[src/rtl/ex_ctrl_pkg.sv]
// Shared types and constants for the execute-stage slot controller.
// Defines the slot states and the memory-access opcodes it needs to recognise.
package ex_ctrl_pkg;

    typedef enum logic [1:0] {
        StEmpty   = 2'b00,
        StFull    = 2'b01,
        StMemWait = 2'b10,
        StBubble  = 2'b11
    } ex_state_e;

    localparam logic [6:0] OpcLoad  = 7'b0000011;
    localparam logic [6:0] OpcStore = 7'b0100011;

    function automatic logic is_mem_op(input logic [6:0] opcode);
        return (opcode == OpcLoad) || (opcode == OpcStore);
    endfunction

endpackage

[src/rtl/ex_ctrl_hazard_detect.sv]
// Load-use comparator: flags a decode instruction reading the register a load in EX will write.
// Purely combinational; the caller qualifies it with EX occupancy.
module ex_ctrl_hazard_detect (
    input  logic       ex_is_load_i,
    input  logic [4:0] ex_rd_num_i,
    input  logic [4:0] rs1_num_i,
    input  logic [4:0] rs2_num_i,
    output logic       hazard_o
);

    // x0 is hardwired to zero, so a load targeting it never produces a dependency.
    assign hazard_o = ex_is_load_i && (ex_rd_num_i != 5'd0) &&
                      ((ex_rd_num_i == rs1_num_i) || (ex_rd_num_i == rs2_num_i));

endmodule

[src/rtl/ex_ctrl.sv]
// Execute-stage slot controller: drives the ID/EX capture enable, handles load-use bubbles,
// memory back-pressure and deferred flushes, and counts decode stall cycles.
module ex_ctrl
    import ex_ctrl_pkg::*;
#(
    parameter int unsigned STALL_CNT_W = 16
) (
    input  logic                   i_clk,
    input  logic                   i_rst,
    input  logic                   i_id_valid,
    output logic                   o_id_ready,
    input  logic [6:0]             i_id_opcode,
    input  logic [4:0]             i_id_rs1_num,
    input  logic [4:0]             i_id_rs2_num,
    input  logic [4:0]             i_id_rd_num,
    input  logic                   i_mem_ready,
    input  logic                   i_flush,
    output logic                   o_ex_load,
    output logic                   o_ex_valid,
    output logic [STALL_CNT_W-1:0] o_stall_cnt
);

    ex_state_e              state_q, state_d;
    logic                   flush_pend_q, flush_pend_d;
    logic                   ex_is_load_q, ex_is_load_d;
    logic                   ex_is_mem_q, ex_is_mem_d;
    logic [4:0]             ex_rd_num_q, ex_rd_num_d;
    logic [STALL_CNT_W-1:0] stall_cnt_q, stall_cnt_d;

    logic in_ex;
    logic hold;
    logic retire;
    logic hazard_raw;
    logic hazard;
    logic id_ready;
    logic ex_load;

    ex_ctrl_hazard_detect u_hazard_detect (
        .ex_is_load_i (ex_is_load_q),
        .ex_rd_num_i  (ex_rd_num_q),
        .rs1_num_i    (i_id_rs1_num),
        .rs2_num_i    (i_id_rs2_num),
        .hazard_o     (hazard_raw)
    );

    always_comb begin
        in_ex    = (state_q == StFull) || (state_q == StMemWait);
        hold     = in_ex && ex_is_mem_q && !i_mem_ready;
        retire   = in_ex && !hold;
        // EX registers keep stale contents once empty, so only trust them while occupied.
        hazard   = in_ex && hazard_raw;
        id_ready = !hold && !hazard && !i_flush && !flush_pend_q;
        ex_load  = i_id_valid && id_ready;
    end

    always_comb begin
        state_d      = state_q;
        flush_pend_d = flush_pend_q;
        ex_is_load_d = ex_is_load_q;
        ex_is_mem_d  = ex_is_mem_q;
        ex_rd_num_d  = ex_rd_num_q;
        stall_cnt_d  = stall_cnt_q;

        if (ex_load) begin
            ex_is_load_d = (i_id_opcode == OpcLoad);
            ex_is_mem_d  = is_mem_op(i_id_opcode);
            ex_rd_num_d  = i_id_rd_num;
        end

        // A redirect arriving while EX is frozen must still kill the instruction behind it.
        if (hold && i_flush) begin
            flush_pend_d = 1'b1;
        end else if (retire || ex_load) begin
            flush_pend_d = 1'b0;
        end

        unique case (state_q)
            StEmpty, StBubble: begin
                state_d = ex_load ? StFull : StEmpty;
            end
            StFull, StMemWait: begin
                if (hold) begin
                    state_d = StMemWait;
                end else if (i_flush || flush_pend_q) begin
                    state_d = StEmpty;
                end else if (hazard && i_id_valid) begin
                    state_d = StBubble;
                end else if (ex_load) begin
                    state_d = StFull;
                end else begin
                    state_d = StEmpty;
                end
            end
            default: state_d = StEmpty;
        endcase

        if (i_id_valid && !id_ready && (stall_cnt_q != {STALL_CNT_W{1'b1}})) begin
            stall_cnt_d = stall_cnt_q + {{(STALL_CNT_W-1){1'b0}}, 1'b1};
        end
    end

    always_ff @(posedge i_clk) begin
        if (i_rst) begin
            state_q      <= StEmpty;
            flush_pend_q <= 1'b0;
            ex_is_load_q <= 1'b0;
            ex_is_mem_q  <= 1'b0;
            ex_rd_num_q  <= 5'd0;
            stall_cnt_q  <= '0;
        end else begin
            state_q      <= state_d;
            flush_pend_q <= flush_pend_d;
            ex_is_load_q <= ex_is_load_d;
            ex_is_mem_q  <= ex_is_mem_d;
            ex_rd_num_q  <= ex_rd_num_d;
            stall_cnt_q  <= stall_cnt_d;
        end
    end

    assign o_id_ready  = id_ready;
    assign o_ex_load   = ex_load;
    assign o_ex_valid  = in_ex;
    assign o_stall_cnt = stall_cnt_q;

endmodule

[config.mk]
export PLATFORM = sky130hd
export DESIGN_NAME = ex_ctrl
export DESIGN_NICKNAME = d
export VERILOG_FILES = /design/src/rtl/ex_ctrl_pkg.sv /design/src/rtl/ex_ctrl_hazard_detect.sv /design/src/rtl/ex_ctrl.sv
export SDC_FILE = /design/constraint.sdc
export NUM_CORES = 1
export LEC_CHECK = 0
export CORE_MARGIN = 8
export CORE_UTILIZATION = 40
export CTS_CLUSTER_DIAMETER = 80
export CTS_CLUSTER_SIZE = 8
export DETAILED_ROUTE_END_ITERATION = 10
export PLACE_DENSITY = 0.7
export SYNTH_ARGS = -nofsm -noshare
export SYNTH_HDL_FRONTEND = slang
export SYNTH_SLANG_ARGS = --single-unit
[constraint.sdc]
create_clock -name i_clk -period 2.39 [get_ports i_clk]
set_clock_uncertainty 0.1 [all_clocks]
set_input_delay 0.478 -clock i_clk [delete_from_list [all_inputs] [get_ports i_clk]]
set_output_delay 0.478 -clock i_clk [all_outputs]
set_load 0.02 [all_outputs]
# [Word-level counts from Yosys, hierarchy flattened]
# Index checks and enable logic that the tools add are counted.
[classes] n_reduce_logical=30 n_mux=7 n_addsub=1 n_eq_ne=8
[ops] cell="$add 16x1->16 const B" count=1
[ops] cell="$ne 16x16->1 const B" count=1
[ops] cell="$logic_and 1x1->1" count=14
[ops] cell="$eq 5x5->1" count=2
[ops] cell="$eq 7x2->1 const B" count=1
[ops] cell="$eq 7x6->1 const B" count=1
[ops] cell="$logic_not 1->1" count=6
[ops] cell="$mux 2" count=3
[ops] cell="$logic_or 1x1->1" count=5
[ops] cell="$reduce_bool 5->1" count=1
[ops] cell="$eq 2x2->1 const B" count=2
[ops] cell="$pmux 2 s2" count=1
[ops] cell="$reduce_or 2->1" count=2
[ops] cell="$mux 1" count=3
[ops] cell="$eq 2x1->1 const B" count=1
[ops] cell="$logic_not 2->1" count=1
[ops] cell="$reduce_bool 2->1" count=1
[word_totals] elab_cells=52 register_bits=26

# [Depth between registers and ports, before layout]
[logic_depth] ltp_word=14 ltp_mapped=7 depth_no_buf=7

# [By module]
# A second synthesis with hierarchy kept.
[unflattened] cells_unflattened=155 area_unflattened_um2=1376.3
[modules_own_cells] module="ex_ctrl" cells_per_inst=138 seq_area_each_um2=520.5 instances=1 area_per_inst_um2=1251.2
[modules_own_cells] module="ex_ctrl_hazard_detect" cells_per_inst=17 seq_area_each_um2=0.0 instances=1 area_per_inst_um2=125.1

# [Worst setup path before layout]
# No wires, ideal clock.
[synth_path] path_kind="register -> register" start="reg stall_cnt_q[0], in the netlist o_stall_cnt[0]" end="reg stall_cnt_q[0], in the netlist o_stall_cnt[0]" synth_period_minus_slack_ns=2.182 path_stages_with_launch=6 path_slack_ns=0.208 setup_time_ns=0.121 required_time_ns=2.169 arrival_ns=1.961 path_cell_list="dfxtp_1 > ha_1 > nand4_1 > nor4_1 > nor4b_2 > mux2_2"
[synth_between] elab_chain_len=2 word_cells_on_any_way=3 cone_classes="1 x add/sub; 1 x eq/ne; 1 x reduce/logical"
[synth_rtl] element="from (decl)" line="ex_ctrl.sv:28" source="logic [STALL_CNT_W-1:0] stall_cnt_q, stall_cnt_d;"
[synth_rtl] element="from (signal assigned)" line="ex_ctrl.sv:116" source="stall_cnt_q <= stall_cnt_d;"
[synth_rtl] element="parallel branches: the longest is 2 deep, another holds $add 16x1->16"
# Several ways; the timed one is not identified.
# A chain may end at the register's enable or synchronous reset.

# [Worst setup path after layout]
[layout_path] start="reg ex_rd_num_q[4]" end="out o_id_ready"
[layout_between] elab_chain_len=8 word_cells_on_any_way=11 cone_classes="2 x eq/ne; 9 x reduce/logical"
[layout_rtl] element="from (decl)" line="ex_ctrl.sv:27" source="logic [4:0] ex_rd_num_q, ex_rd_num_d;"
[layout_rtl] element="from (signal assigned)" line="ex_ctrl.sv:115" source="ex_rd_num_q <= ex_rd_num_d;"
[layout_rtl] element="$eq 5x5->1 or $reduce_bool 5->1 (tied branches)" line="ex_ctrl_hazard_detect.sv:13, ex_ctrl_hazard_detect.sv:12"
[layout_rtl] element="$logic_or 1x1->1 or $logic_and 1x1->1 (tied branches)" line="ex_ctrl_hazard_detect.sv:13, ex_ctrl_hazard_detect.sv:12"
[layout_rtl] element="$logic_and 1x1->1 *" line="ex_ctrl_hazard_detect.sv:12" source="assign hazard_o = ex_is_load_i && (ex_rd_num_i != 5'd0) &&"
[layout_rtl] element="$logic_and 1x1->1 *" line="ex_ctrl.sv:51" source="hazard = in_ex && hazard_raw;"
[layout_rtl] element="$logic_not 1->1 *" line="ex_ctrl.sv:52" source="id_ready = !hold && !hazard && !i_flush && !flush_pend_q;"
[layout_rtl] element="$logic_and 1x1->1 * (3 in a row)" line="ex_ctrl.sv:52"
[layout_rtl] element="to (decl)" line="ex_ctrl.sv:11" source="output logic o_id_ready,"
# Every way passes the cells marked *; elsewhere a longest branch is shown, timed or not.

==> metrics.yaml <==
sta:
  setup_tns_ns: -0.0234
  rsz0062_at_grt: "yes"
  fin_ws_ns: -0.0234
  final_max_slew_viol_count: 0
  setup_viol: 1
  fin_crit_sh_pct: 101
  hold_viol: 0
  slew_headroom_pct: 41.3
  worstMarginPinSlew_ns: 0.877
  fmax_mhz: 414
  hold_slack_ns: 0.386
  min_period_ns: 2.41
route:
  finalWirelength_um: 4030
  drc: 0
  vias_per_cell: 5.13
  antenna_left: 0
  wl_per_cell_um: 13.7
  drt_iter0_drc: 76
  dr.pass1.iters: 4
  vias: 1513
placement:
  gp_congestion: 0.835
  post-place-ws_ns: -0.452
  port_buffers: 45
  hpwl_um: 3060
  placed_area_um2: 2140
yosys:
  async_flop_share_pct: 0
  ys_seq_area_share_pct: 35.7
  netlist_area_um2: 1460
  synthCells: 176
  synth_nets: 204
  synth_top_area_cell: "dfxtp_1"
  post_synth.cell_area_avg_um2: 8.29
  synth_seq_cells: 26
  ys_warn_count: 0
  yosysUniqueCellTypes: 36
  synth_top_area_share_pct: 35.7
  synth_area_leaders: "dfxtp_1, xnor2_1, nor2_1, mux2_2, nand4_1"
  synth_ff_type: "dfxtp_1"
  yosys.cell_count.top_type: "dfxtp_1"
  synth_common_cells: "dfxtp_1, nor2_1, nand2_1"
  synth_edf_count: 0
finish:
  drive_gt1_share_pct: 25.9
  nNetsFinal: 276
  syn_to_final_growth_pct: 58.1
  final_area_um2: 2310
  n_antenna_cell: 0
clock_tree:
  cts_buffers: 3
  insertion_delay_ns: 0.32
  cts.path.max_buffers: 2
  cts_hold_buf: 0
  cts_tree: "done"
  root_buffer: "clkbuf_4"
  path_clk_slew_ns: 0.16
  cts_sinks: 26
  htree_levels: 1
grt:
  grt_use_total_pct: 13.3
  grt-ovfl-total: 0
  grt_pass1_wl_um: 6760
  grt_max_degree: 20
  grt_pass1_vias: 1418
  antenna_found_initial: 0
status:
  status: "finished, violations left"
  violations: "negative setup slack"
worst_setup_path:
  r2r-end: "o_stall_cnt[10]"
  rr_worst_depth: 9
  worstPathRequired_ns: 1.81
  worst_setup_path_end_kind: "output pin"
  crit_path_max_fanout: 2
  r2r_setup_slack_ns: 0.05
  arrival_ns: 1.84
  regToRegStartpoint: "state_q[0]"
  crit_type: "register to output pin"
  worstSetupStartpointType: "register"
die:
  initial_core_util_pct: 40.8
  rows: 22
  core-area_um2: 3580
  die_y_um: 76.4
  die_w_um: 76.4
  pin_count: 46
  die_area_um2: 5840
power_and_ir_drop:
  p_per_area_nw_per_um2: 402
  peakVddDrop_mv: 0.223
  p_leak_nw: 0.900
  total_power_mw: 0.927
min_path:
  holdPathStages: 2
  holdPathEnd: "ex_is_mem_q"
  worst_hold_path_type: "register to register"
  hp-start: "ex_is_mem_q"
job:
  max-cap-violations: 0
[through the flow]
step,util (%),cells
finish,64.4,295
global route,64.4,295
CTS,62.0,296
detailed placement,59.8,289
global placement,59.8,289
floorplan,-,176
[state kept, by name, indices dropped and copies added (netlist names)]
name,count
ex_is_load_q,1
ex_is_mem_q,1
ex_rd_num_q,5
flush_pend_q,1
o_stall_cnt,16
state_q,2
[what timing repair did]
item | in CTS | in global routing
buffers inserted | 3 | 1
resized for setup | 12 | 28
hold endpoints to repair | 0 | 0
setup endpoints to repair | 2 | 18
pin swaps | 2 | 20
[cell usage in the layout (no fill, tap or decap), types with 2 or more instances in the layout]
master           instances
clkdlybuf4s50_1         36
buf_4                   29
dfxtp_1                 23
nor2_1                  18
nand2_1                 12
xnor2_1                 10
nand3_1                 10
nand4_1                 10
nor2b_1                  8
a21oi_1                  7
dlymetal6s2s_1           7
mux2i_1                  6
o21ai_0                  6
mux2_2                   6
nor4_1                   5
or3_1                    5
a21oi_2                  4
inv_1                    3
nor3_1                   3
clkbuf_4                 3
or4_4                    2
or3_4                    2
o31ai_1                  2
or4_1                    2
nand2b_1                 2
dfxtp_2                  2
buf_6                    2
[layer usage]
layer | wire length [um] | global-route usage, % | vias to the layer above | part of all wire, %
met5 | 0 | 0 | - | 0
met4 | 49 | 3.65 | 0 | 1.2
met3 | 158 | 2.48 | 4 | 3.9
met2 | 1940 | 22.3 | 33 | 48
met1 | 1880 | 16.7 | 697 | 47
li1 | - | - | 779 | -
[cells by family after synthesis]
logic type	count (synthesis)	synth area share, %
fa+ha+maj	1	0.857
mux	12	8.75
xor+xnor	11	7.12
compound gates	27	11.7
flops	26	35.7
buf+inv	10	3.09
simple gates	89	32.8
[worst max-delay path by stage]
stage	start	to	slack, ns
floorplan	o_stall_cnt[0]	o_stall_cnt[0]	0.21
global placement	i_id_rs1_num[0]	o_ex_load	-0.36
finish	ex_rd_num_q[4]	o_id_ready	-0.02
CTS	ex_rd_num_q[1]	o_ex_load	-0.05
global route	ex_rd_num_q[4]	o_id_ready	-0.10
detailed placement	i_id_rs1_num[2]	o_ex_load	-0.45
[worst max-delay path: stages, from the launching register on]
cell	delay (ns)
dfxtp_1	0.34
or4_4	0.54
o211ai_1	0.30
nor2b_4	0.07
nor2_2	0.12
buf_6	0.14
[power breakdown]
part / switching, mW / internal, mW / leakage [nW]
Clock: 0.137 / 0.169 / 0.0279
Sequential: 0.00539 / 0.440 / 0.212
Combinational: 0.0770 / 0.0977 / 0.660
[area by class of cell]
class                      instances  area (um2)
timing repair buffer              74         688
inverter                           3        11.3
clock buffer                       3        22.5
sequential                        26         527
fill                             325        1270
clock inverter                     1        30.0
tap                               48        60.1
multi-input combinational        140         967
Power figures use the tool's default switching activity.
